==> config.mk <==
export PLATFORM = sky130hd
export DESIGN_NAME = seg7_scan_decoder
export DESIGN_NICKNAME = d
export VERILOG_FILES = /design/src/rtl/seg7_pkg.sv /design/src/rtl/seg7_pattern_decode.sv /design/src/rtl/seg7_scan_decoder.sv
export SDC_FILE = /design/constraint.sdc
export NUM_CORES = 1
export LEC_CHECK = 0
export ABC_AREA = 0
export CORE_MARGIN = 4
export CORE_UTILIZATION = 34
export CTS_CLUSTER_SIZE = 28
export DETAILED_ROUTE_END_ITERATION = 10
export PLACE_DENSITY = 0.54
export SYNTH_ARGS = -nofsm -noshare
export SYNTH_HDL_FRONTEND = slang
export SYNTH_HIERARCHICAL = 1
export SYNTH_SLANG_ARGS = --single-unit
==> constraint.sdc <==
create_clock -name clk -period 2.5 [get_ports clk]
set_clock_uncertainty 0.15 [all_clocks]
set_input_delay 0.5 -clock clk [delete_from_list [all_inputs] [get_ports clk]]
set_output_delay 0.5 -clock clk [all_outputs]
set_load 0.005 [all_outputs]
==> src/rtl/seg7_pkg.sv <==
// rtl/seg7_pkg.sv - shared segment table, BCD codes and FSM state type for the 7-seg scan decoder
package seg7_pkg;

    // Segment order is {a,b,c,d,e,f,g}, 1 = lit
    localparam logic [6:0] SEG_0 = 7'h7E;
    localparam logic [6:0] SEG_1 = 7'h30;
    localparam logic [6:0] SEG_2 = 7'h6D;
    localparam logic [6:0] SEG_3 = 7'h79;
    localparam logic [6:0] SEG_4 = 7'h33;
    localparam logic [6:0] SEG_5 = 7'h5B;
    localparam logic [6:0] SEG_6 = 7'h5F;
    localparam logic [6:0] SEG_7 = 7'h70;
    localparam logic [6:0] SEG_8 = 7'h7F;
    localparam logic [6:0] SEG_9 = 7'h7B;

    localparam logic [3:0] BCD_ERR   = 4'hE;
    localparam logic [3:0] BCD_BLANK = 4'hF;

    typedef enum logic [1:0] {
        S_WAIT  = 2'd0,
        S_COUNT = 2'd1,
        S_HOLD  = 2'd2
    } state_e;

endpackage

==> src/rtl/seg7_pattern_decode.sv <==
// rtl/seg7_pattern_decode.sv - combinational segment pattern to BCD decode
// SEG7_BLANK_EN: all-dark pattern decodes to BCD_BLANK as a valid digit.
module seg7_pattern_decode
    import seg7_pkg::*;
(
    input  logic [6:0] seg,
    output logic       valid,
    output logic [3:0] bcd
);

    always_comb begin
        valid = 1'b1;
        bcd   = BCD_ERR;
        case (seg)
            SEG_0:   bcd = 4'd0;
            SEG_1:   bcd = 4'd1;
            SEG_2:   bcd = 4'd2;
            SEG_3:   bcd = 4'd3;
            SEG_4:   bcd = 4'd4;
            SEG_5:   bcd = 4'd5;
            SEG_6:   bcd = 4'd6;
            SEG_7:   bcd = 4'd7;
            SEG_8:   bcd = 4'd8;
            SEG_9:   bcd = 4'd9;
`ifdef SEG7_BLANK_EN
            7'h00:   bcd = BCD_BLANK;
`endif
            default: begin
                valid = 1'b0;
                bcd   = BCD_ERR;
            end
        endcase
    end

endmodule

==> src/rtl/seg7_scan_decoder.sv <==
// rtl/seg7_scan_decoder.sv - recovers BCD frames from a scanned multiplexed 7-seg bus
// SEG7_BLANK_EN (in seg7_pattern_decode): blank digits are captured without pat_err.
module seg7_scan_decoder
    import seg7_pkg::*;
#(
    parameter int N_DIGITS       = 4,
    parameter int STABLE_CYCLES  = 8,
    parameter int TIMEOUT_CYCLES = 65536
) (
    input  logic                  clk,
    input  logic                  rst_n,
    input  logic [6:0]            seg_in,
    input  logic [N_DIGITS-1:0]   dig_sel,
    output logic [4*N_DIGITS-1:0] bcd_out,
    output logic                  frame_valid,
    output logic                  pat_err,
    output logic                  link_ok
);

    localparam int CNT_W = $clog2(STABLE_CYCLES + 1);
    localparam int TO_W  = (TIMEOUT_CYCLES > 2) ? $clog2(TIMEOUT_CYCLES) : 1;
    localparam logic [CNT_W-1:0] CNT_LAST = CNT_W'(STABLE_CYCLES - 1);
    localparam logic [CNT_W-1:0] CNT_FULL = CNT_W'(STABLE_CYCLES);
    localparam logic [TO_W-1:0]  TO_LAST  = TO_W'(TIMEOUT_CYCLES - 1);

    logic [6:0]            seg_meta_q, seg_sync_q;
    logic [N_DIGITS-1:0]   sel_meta_q, sel_sync_q;
    state_e                state_q, state_d;
    logic [CNT_W-1:0]      cnt_q, cnt_d;
    logic [6:0]            ref_seg_q, ref_seg_d;
    logic [N_DIGITS-1:0]   ref_sel_q, ref_sel_d;
    logic [4*N_DIGITS-1:0] digits_q, digits_d;
    logic [N_DIGITS-1:0]   seen_q, seen_d;
    logic [4*N_DIGITS-1:0] bcd_q, bcd_d;
    logic                  fv_q, fv_d;
    logic                  perr_q, perr_d;
    logic [TO_W-1:0]       to_q, to_d;
    logic                  link_q, link_d;

    logic                  dec_valid;
    logic [3:0]            dec_bcd;
    logic                  same, sel_onehot, capture, publish;

    seg7_pattern_decode u_decode (
        .seg   (seg_sync_q),
        .valid (dec_valid),
        .bcd   (dec_bcd)
    );

    assign same       = (seg_sync_q == ref_seg_q) && (sel_sync_q == ref_sel_q);
    assign sel_onehot = (sel_sync_q != '0) && ((sel_sync_q & (sel_sync_q - 1'b1)) == '0);
    assign publish    = &seen_q;

    always_comb begin
        state_d   = state_q;
        cnt_d     = cnt_q;
        ref_seg_d = ref_seg_q;
        ref_sel_d = ref_sel_q;
        capture   = 1'b0;
        case (state_q)
            S_WAIT: begin
                if (sel_onehot) begin
                    state_d   = S_COUNT;
                    cnt_d     = CNT_W'(1);
                    ref_seg_d = seg_sync_q;
                    ref_sel_d = sel_sync_q;
                end
            end
            S_COUNT: begin
                if (same) begin
                    if (cnt_q == CNT_LAST) begin
                        capture = 1'b1;
                        state_d = S_HOLD;
                        cnt_d   = CNT_FULL;
                    end else begin
                        cnt_d = cnt_q + 1'b1;
                    end
                end else if (sel_onehot) begin
                    cnt_d     = CNT_W'(1);
                    ref_seg_d = seg_sync_q;
                    ref_sel_d = sel_sync_q;
                end else begin
                    state_d = S_WAIT;
                    cnt_d   = '0;
                end
            end
            S_HOLD: begin
                // One capture per dwell; any change must go back through S_WAIT
                if (!same) begin
                    state_d = S_WAIT;
                    cnt_d   = '0;
                end
            end
            default: begin
                state_d = S_WAIT;
                cnt_d   = '0;
            end
        endcase
    end

    always_comb begin
        digits_d = digits_q;
        seen_d   = publish ? '0 : seen_q;
        bcd_d    = bcd_q;
        fv_d     = 1'b0;
        perr_d   = 1'b0;
        to_d     = to_q;
        link_d   = link_q;
        if (publish) begin
            bcd_d = digits_q;
            fv_d  = 1'b1;
        end
        // A capture on the publish cycle lands in the freshly cleared mask
        if (capture) begin
            perr_d = !dec_valid;
            for (int i = 0; i < N_DIGITS; i++) begin
                if (ref_sel_q[i]) begin
                    digits_d[4*i +: 4] = dec_bcd;
                    seen_d[i]          = 1'b1;
                end
            end
        end
        if (publish) begin
            to_d   = '0;
            link_d = 1'b1;
        end else if (to_q == TO_LAST) begin
            link_d = 1'b0;
        end else begin
            to_d = to_q + 1'b1;
        end
    end

    always_ff @(posedge clk or negedge rst_n) begin
        if (!rst_n) begin
            seg_meta_q <= '0;
            seg_sync_q <= '0;
            sel_meta_q <= '0;
            sel_sync_q <= '0;
            state_q    <= S_WAIT;
            cnt_q      <= '0;
            ref_seg_q  <= '0;
            ref_sel_q  <= '0;
            digits_q   <= '0;
            seen_q     <= '0;
            bcd_q      <= '0;
            fv_q       <= 1'b0;
            perr_q     <= 1'b0;
            to_q       <= '0;
            link_q     <= 1'b0;
        end else begin
            seg_meta_q <= seg_in;
            seg_sync_q <= seg_meta_q;
            sel_meta_q <= dig_sel;
            sel_sync_q <= sel_meta_q;
            state_q    <= state_d;
            cnt_q      <= cnt_d;
            ref_seg_q  <= ref_seg_d;
            ref_sel_q  <= ref_sel_d;
            digits_q   <= digits_d;
            seen_q     <= seen_d;
            bcd_q      <= bcd_d;
            fv_q       <= fv_d;
            perr_q     <= perr_d;
            to_q       <= to_d;
            link_q     <= link_d;
        end
    end

    assign bcd_out     = bcd_q;
    assign frame_valid = fv_q;
    assign pat_err     = perr_q;
    assign link_ok     = link_q;

endmodule

Word-level counts from Yosys, hierarchy flattened
Index checks and enable logic that the tools add are counted.
{ "totals": {"latchBits": 0, "ramBits": 0, "mem_bits_ro": 0, "input_bits": 13, "register_bits": 94, "output_inout_bits": 19, "elab_cells": 96, "n_memories": 0} }
{ "op_classes": {"n_mul": 0, "div_mod_pow": 0, "magnitude_cmp": 0, "reduce_logical": 17, "n_mux": 35, "shift": 0, "n_eq_ne": 22, "bitwise": 1, "n_addsub": 3} }
{ "ops": {"columns": ["operator", "count"], "rows": [
  ["7-bit equality test (second input constant)", 8],
  ["4-bit case mux with 10 select lines", 1],
  ["16-bit 2-to-1 mux", 2],
  ["4-bit 2-to-1 mux", 8],
  ["16-bit by 1-bit adder with 16-bit output (second input constant)", 1],
  ["16-bit equality test (second input constant)", 1],
  ["7-bit by 6-bit equality test with 1-bit output (second input constant)", 2],
  ["7-bit 2-to-1 mux", 2],
  ["7-bit case mux with 2 select lines", 1],
  ["1-bit 2-to-1 mux", 13],
  ["4-bit case mux with 3 select lines", 1],
  ["2-bit AND reduction", 6],
  ["2-bit 2-to-1 mux", 5],
  ["10-bit OR reduction", 1],
  ["2-bit inequality test (second input constant)", 4],
  ["4-bit case mux with 2 select lines", 1],
  ["4-bit AND reduction", 2],
  ["7-bit equality test", 1],
  ["3-bit inequality test (second input constant)", 2],
  ["2-bit case mux with 3 select lines", 1],
  ["4-bit by 1-bit adder with 4-bit output (second input constant)", 1],
  ["4-bit AND", 1],
  ["4-bit by 3-bit equality test with 1-bit output (second input constant)", 1],
  ["4-bit equality test", 1],
  ["9 further kinds", 11]
]} }

Logic depth before layout (Yosys ltp)
{ "logic_depth": {"depth_word": 7, "mapped_depth": 6, "depth_no_buf": 6} }

By module
Netlist, hierarchy kept.
{ "modules_own_cells": {"columns": ["mod", "cells_per_inst", "area_per_inst_um2", "seq_area_each_um2", "instances"], "rows": [
  ["seg7_scan_decoder", 314, 3829.9, 2352.3, 1],
  ["seg7_pattern_decode", 34, 251.5, 0.0, 1]
]} }

Least setup slack after synthesis
OpenSTA, ideal clock, no wires.
{ "synth_timing": {"path_kind": "register to register", "from": "register seg_sync_q[4]", "to": "register digits_q[10]", "required_time_ns": 2.222, "path_buffers": 1, "slack_ns": 0.391, "setup_time_ns": 0.128, "arrival_time_ns": 1.832, "path_stages_with_launch": 7, "path_cell_list": "dfrtp_1 > xor2_1 > nor4_1 > and3_1 > buf_6 > nand4_4 > mux2_1"} }
{ "synth_via": {"elab_chain_cells": 5, "word_cells_on_any_way": 16, "cone_classes": "eq/ne (11); mux (3); reduce/logical (2)"} }
{ "synth_lines": {"columns": ["element", "line_no", "text"], "rows": [
  ["start, declared", "seg7_scan_decoder.sv:26", "logic [6:0] seg_meta_q, seg_sync_q;"],
  ["start signal, assigned", "seg7_scan_decoder.sv:152", "seg_sync_q <= seg_meta_q;"],
  ["7-bit equality test", "seg7_scan_decoder.sv:50", "assign same = (seg_sync_q == ref_seg_q) && (sel_sync_q == ref_sel_q);"],
  ["1-bit logical AND", "seg7_scan_decoder.sv:50", null],
  ["1-bit 2-to-1 mux", "seg7_scan_decoder.sv:70", "if (same) begin"],
  ["1-bit 2-to-1 mux", "seg7_scan_decoder.sv:60", "case (state_q)"],
  ["2-bit AND reduction (no line)", null, null],
  ["end signal, assigned", "seg7_scan_decoder.sv:159", "digits_q <= digits_d;"],
  ["end, declared", "seg7_scan_decoder.sv:32", "logic [4*N_DIGITS-1:0] digits_q, digits_d;"]
]} }
Parallel ways exist; a longest one is shown, timed or not.
A chain may end at the register's enable or synchronous reset.

Final worst setup path
{ "layout_timing": {"from": "register seg_sync_q[6]", "to": "register ref_seg_q[6]"} }
{ "layout_via": {"elab_chain_cells": 4, "word_cells_on_any_way": 7, "cone_classes": "eq/ne (2); mux (3); reduce/logical (2)"} }
{ "layout_lines": {"columns": ["element", "line_no", "text"], "rows": [
  ["7-bit equality test", "seg7_scan_decoder.sv:50", null],
  ["1-bit logical AND", "seg7_scan_decoder.sv:50", null],
  ["2-bit inequality test (no line)", null, null],
  ["2-bit AND reduction (no line)", null, null],
  ["end signal, assigned", "seg7_scan_decoder.sv:157", "ref_seg_q <= ref_seg_d;"],
  ["end, declared", "seg7_scan_decoder.sv:30", "logic [6:0] ref_seg_q, ref_seg_d;"]
]} }
Parallel ways exist; a longest one is shown, timed or not. The select of a mux whose other input is x is not followed.

==> impl_metrics.json <==
{
  "outcome": "completed",
  "grt_pass1_vias": 2782,
  "tightest_slew_ps": 582.3,
  "synth-warning-count": 6,
  "synth_edf_count": 0,
  "cap_violations": 0,
  "setup.worst_path.class": "reg2reg",
  "row_count": 39,
  "postCtsSetupRepairBufs": 0,
  "min_path_type": "reg2reg",
  "fin_crit_sh_pct": 90.90,
  "routed_wl_um": 7758,
  "cts_root_buffer": "clkbuf_16",
  "fp.dieW_um": 117.6,
  "finalSetupViolations": 0,
  "die-area_um2": 13820,
  "rsz0062_at_grt": "no",
  "postSynthAreaPerCell_um2": 11.73,
  "irDropWorstVdd_uv": 393.8,
  "ys.flop_type": "dfrtp_1",
  "syn_nets": 363,
  "cts_buffer_depth": 2,
  "area_growth_pct": 20.72,
  "utilization_pct": 42.61,
  "critPathTopFamily": "simple AND/OR/NAND/NOR gates",
  "firstDrtPassIters": 4,
  "path_cells": "xor2_1 > nor3_1 > nand4_1 > nand2_2 > mux2_2",
  "maxSlewViolCount": 0,
  "timing.final.hold_violations": 0,
  "clk_pin_slew_ps": 60,
  "fin_crit_ps": 2272,
  "initial_core_util_pct": 35.29,
  "cts_buffers": 9,
  "end_kind": "register",
  "ioPinCount": 32,
  "grt_overflow_total": 0,
  "fin_ws_ps": 227.6,
  "synth_largest_area_cell": "dfrtp_1",
  "grt_usage_pct": 12.00,
  "synthCells": 348,
  "htree_levels": 3,
  "ys_seq_area_share_pct": 57.63,
  "crit_slowest_cell": "dfrtp_1",
  "p_leak_uw": 0.002299,
  "tns_ps": 0,
  "start_kind": "register",
  "antenna_found_initial": 0,
  "route.detailed.drc": 0,
  "via_per_inst": 4.967,
  "wl_per_cell_um": 14.26,
  "async_flop_share_pct": 100.0,
  "nets": 411,
  "grt_first_pass_wirelength_um": 13660,
  "ys_types": 59,
  "pre_cts_ws_ps": 79.00,
  "vias": 2702,
  "clkLatencyLatePin_ps": 340,
  "critPathArrivalTime_ps": 2340,
  "n_antenna_cell": 0,
  "die_h_um": 117.6,
  "worstPathRequired_ps": 2570,
  "synth_top_area_share_pct": 57.63,
  "ys_seq_elements": 94,
  "netlist_area_um2": 4081,
  "drive_gt1_share_pct": 18.45,
  "place.detailed.hpwl_um": 5530,
  "dr.first_iter.drc_count": 181,
  "antenna_left": 0,
  "grt_max_degree": 36,
  "power_density_nw_per_um2": 639.8,
  "netlist_top_cells_area": "dfrtp_1, nand2_1, mux2_2",
  "hold_ws_ps": 198.1,
  "clkSinkCount": 94,
  "cp_max_fo": 11,
  "slew_headroom_pct": 60.97,
  "port_buffers": 31,
  "core_um2": 11560,
  "fmax_mhz": 440.1,
  "max_stage_delay_ps": 480,
  "tritoncts": "built",
  "gp_congestion": 0.8372,
  "crit_buf_inv": 0
}
## registers in the layout (all words and copies together) (netlist names), 2 cells and up
| name | cells |
|---|---|
| cnt_q | 4 |
| digits_q | 16 |
| ref_seg_q | 7 |
| sel_sync_q | 4 |
| seg_meta_q | 7 |
| ref_sel_q | 4 |
| seen_q | 4 |
| sel_meta_q | 4 |
| bcd_out | 16 |
| state_q | 2 |
| seg_sync_q | 7 |
| to_q | 16 |
## layout make-up
| type | count | area [um^2] |
|---|---|---|
| inverter | 4 | 15.01 |
| fill | 1078 | 6638 |
| clock inverter | 7 | 48.80 |
| timing repair buffer | 48 | 450.4 |
| tap | 143 | 178.9 |
| sequential | 94 | 2352 |
| clock buffer | 9 | 225.2 |
| multi-input combinational | 239 | 1657 |
## per-layer routing
| metal | wire (um) | GRT usage, % |
|---|---|---|
| met1 | 3703 | 15.70 |
| met2 | 3708 | 19.29 |
| met3 | 266 | 3.556 |
| met4 | 79 | 3.663 |
| met5 | 0 | 0 |
## what timing repair did
action | CTS | global route
gates resized for setup | 0 | 1
hold endpoints to repair | 21 | 0
endpoints found under the setup margin | 0 | 11
hold buffers | 1 | 0
## layout by cell type, fill, tap and decap left out, types with 5 or more instances in the layout
cell	n
dfrtp_1	94
nand2_1	67
clkdlybuf4s50_1	30
nor2_1	20
mux2_2	16
buf_4	16
xor2_1	13
xnor2_1	11
mux2_4	10
clkbuf_16	9
a21oi_1	7
nand3_1	7
o21ai_0	7
nand4_1	6
and3_1	6
a31oi_1	5
## cells in the mapped netlist, drive strengths merged, types with 3 or more instances
cell type / number
a21oi: 7
o21ai: 8
nor2: 20
nand4: 9
dfrtp: 94
nor4: 5
clkbuf: 6
nor3: 6
nor2b: 5
xnor2: 11
inv: 4
a31oi: 5
a211oi: 3
and3: 6
nand3: 7
mux2: 27
nand2: 68
or3: 3
buf: 5
nor3b: 4
xor2: 13
## report_power, final
group / total [uW] / switching [uW] / internal (uW)
clock network: 1250 / 574 / 673
logic: 259 / 121 / 139
registers: 1650 / 62.1 / 1580
total: 3150 / 756 / 2400
## worst paths after layout
kind	slack (ps)	endpoint	cells past startpoint	startpoint
max	230	ref_seg_q[6]$_DFFE_PN0P_	5	seg_sync_q[6]$_DFF_PN0_
min	200	seg_sync_q[1]$_DFF_PN0_	0	seg_meta_q[1]$_DFF_PN0_
min in group asynchronous	450	to_q[2]$_DFFE_PN0P_	2	rst_n
max in group asynchronous	1180	digits_q[6]$_DFFE_PN0P_	3	rst_n
max reg2reg	230	ref_seg_q[6]$_DFFE_PN0P_	5	seg_sync_q[6]$_DFF_PN0_
min reg2reg	200	seg_sync_q[1]$_DFF_PN0_	0	seg_meta_q[1]$_DFF_PN0_
## kinds of logic after synthesis
| family | synth area share [%] |
|---|---|
| muxes | 8.859 |
| xor gates and xnor gates | 5.150 |
| DFF | 57.63 |
| and+or+nand+nor | 18.79 |
| adders and majority gates | 0.6130 |
| buffers and inverters | 1.931 |
| AOI/OAI and AO/OA | 7.020 |
## per-stage QoR
| step | total power (uW) | cells | instance area [um^2] |
|---|---|---|---|
| 2_1_floorplan | 1828 | 348 | 4081 |
| 3_3_place_gp | 1929 | 527 | 4637 |
| 3_5_place_dp | 1933 | 527 | 4637 |
| 4_1_cts | 3211 | 544 | 4921 |
| 5_1_grt | 3302 | 544 | 4927 |
| 6_report | 3153 | 544 | 4927 |
Power figures use the tool's default switching activity.
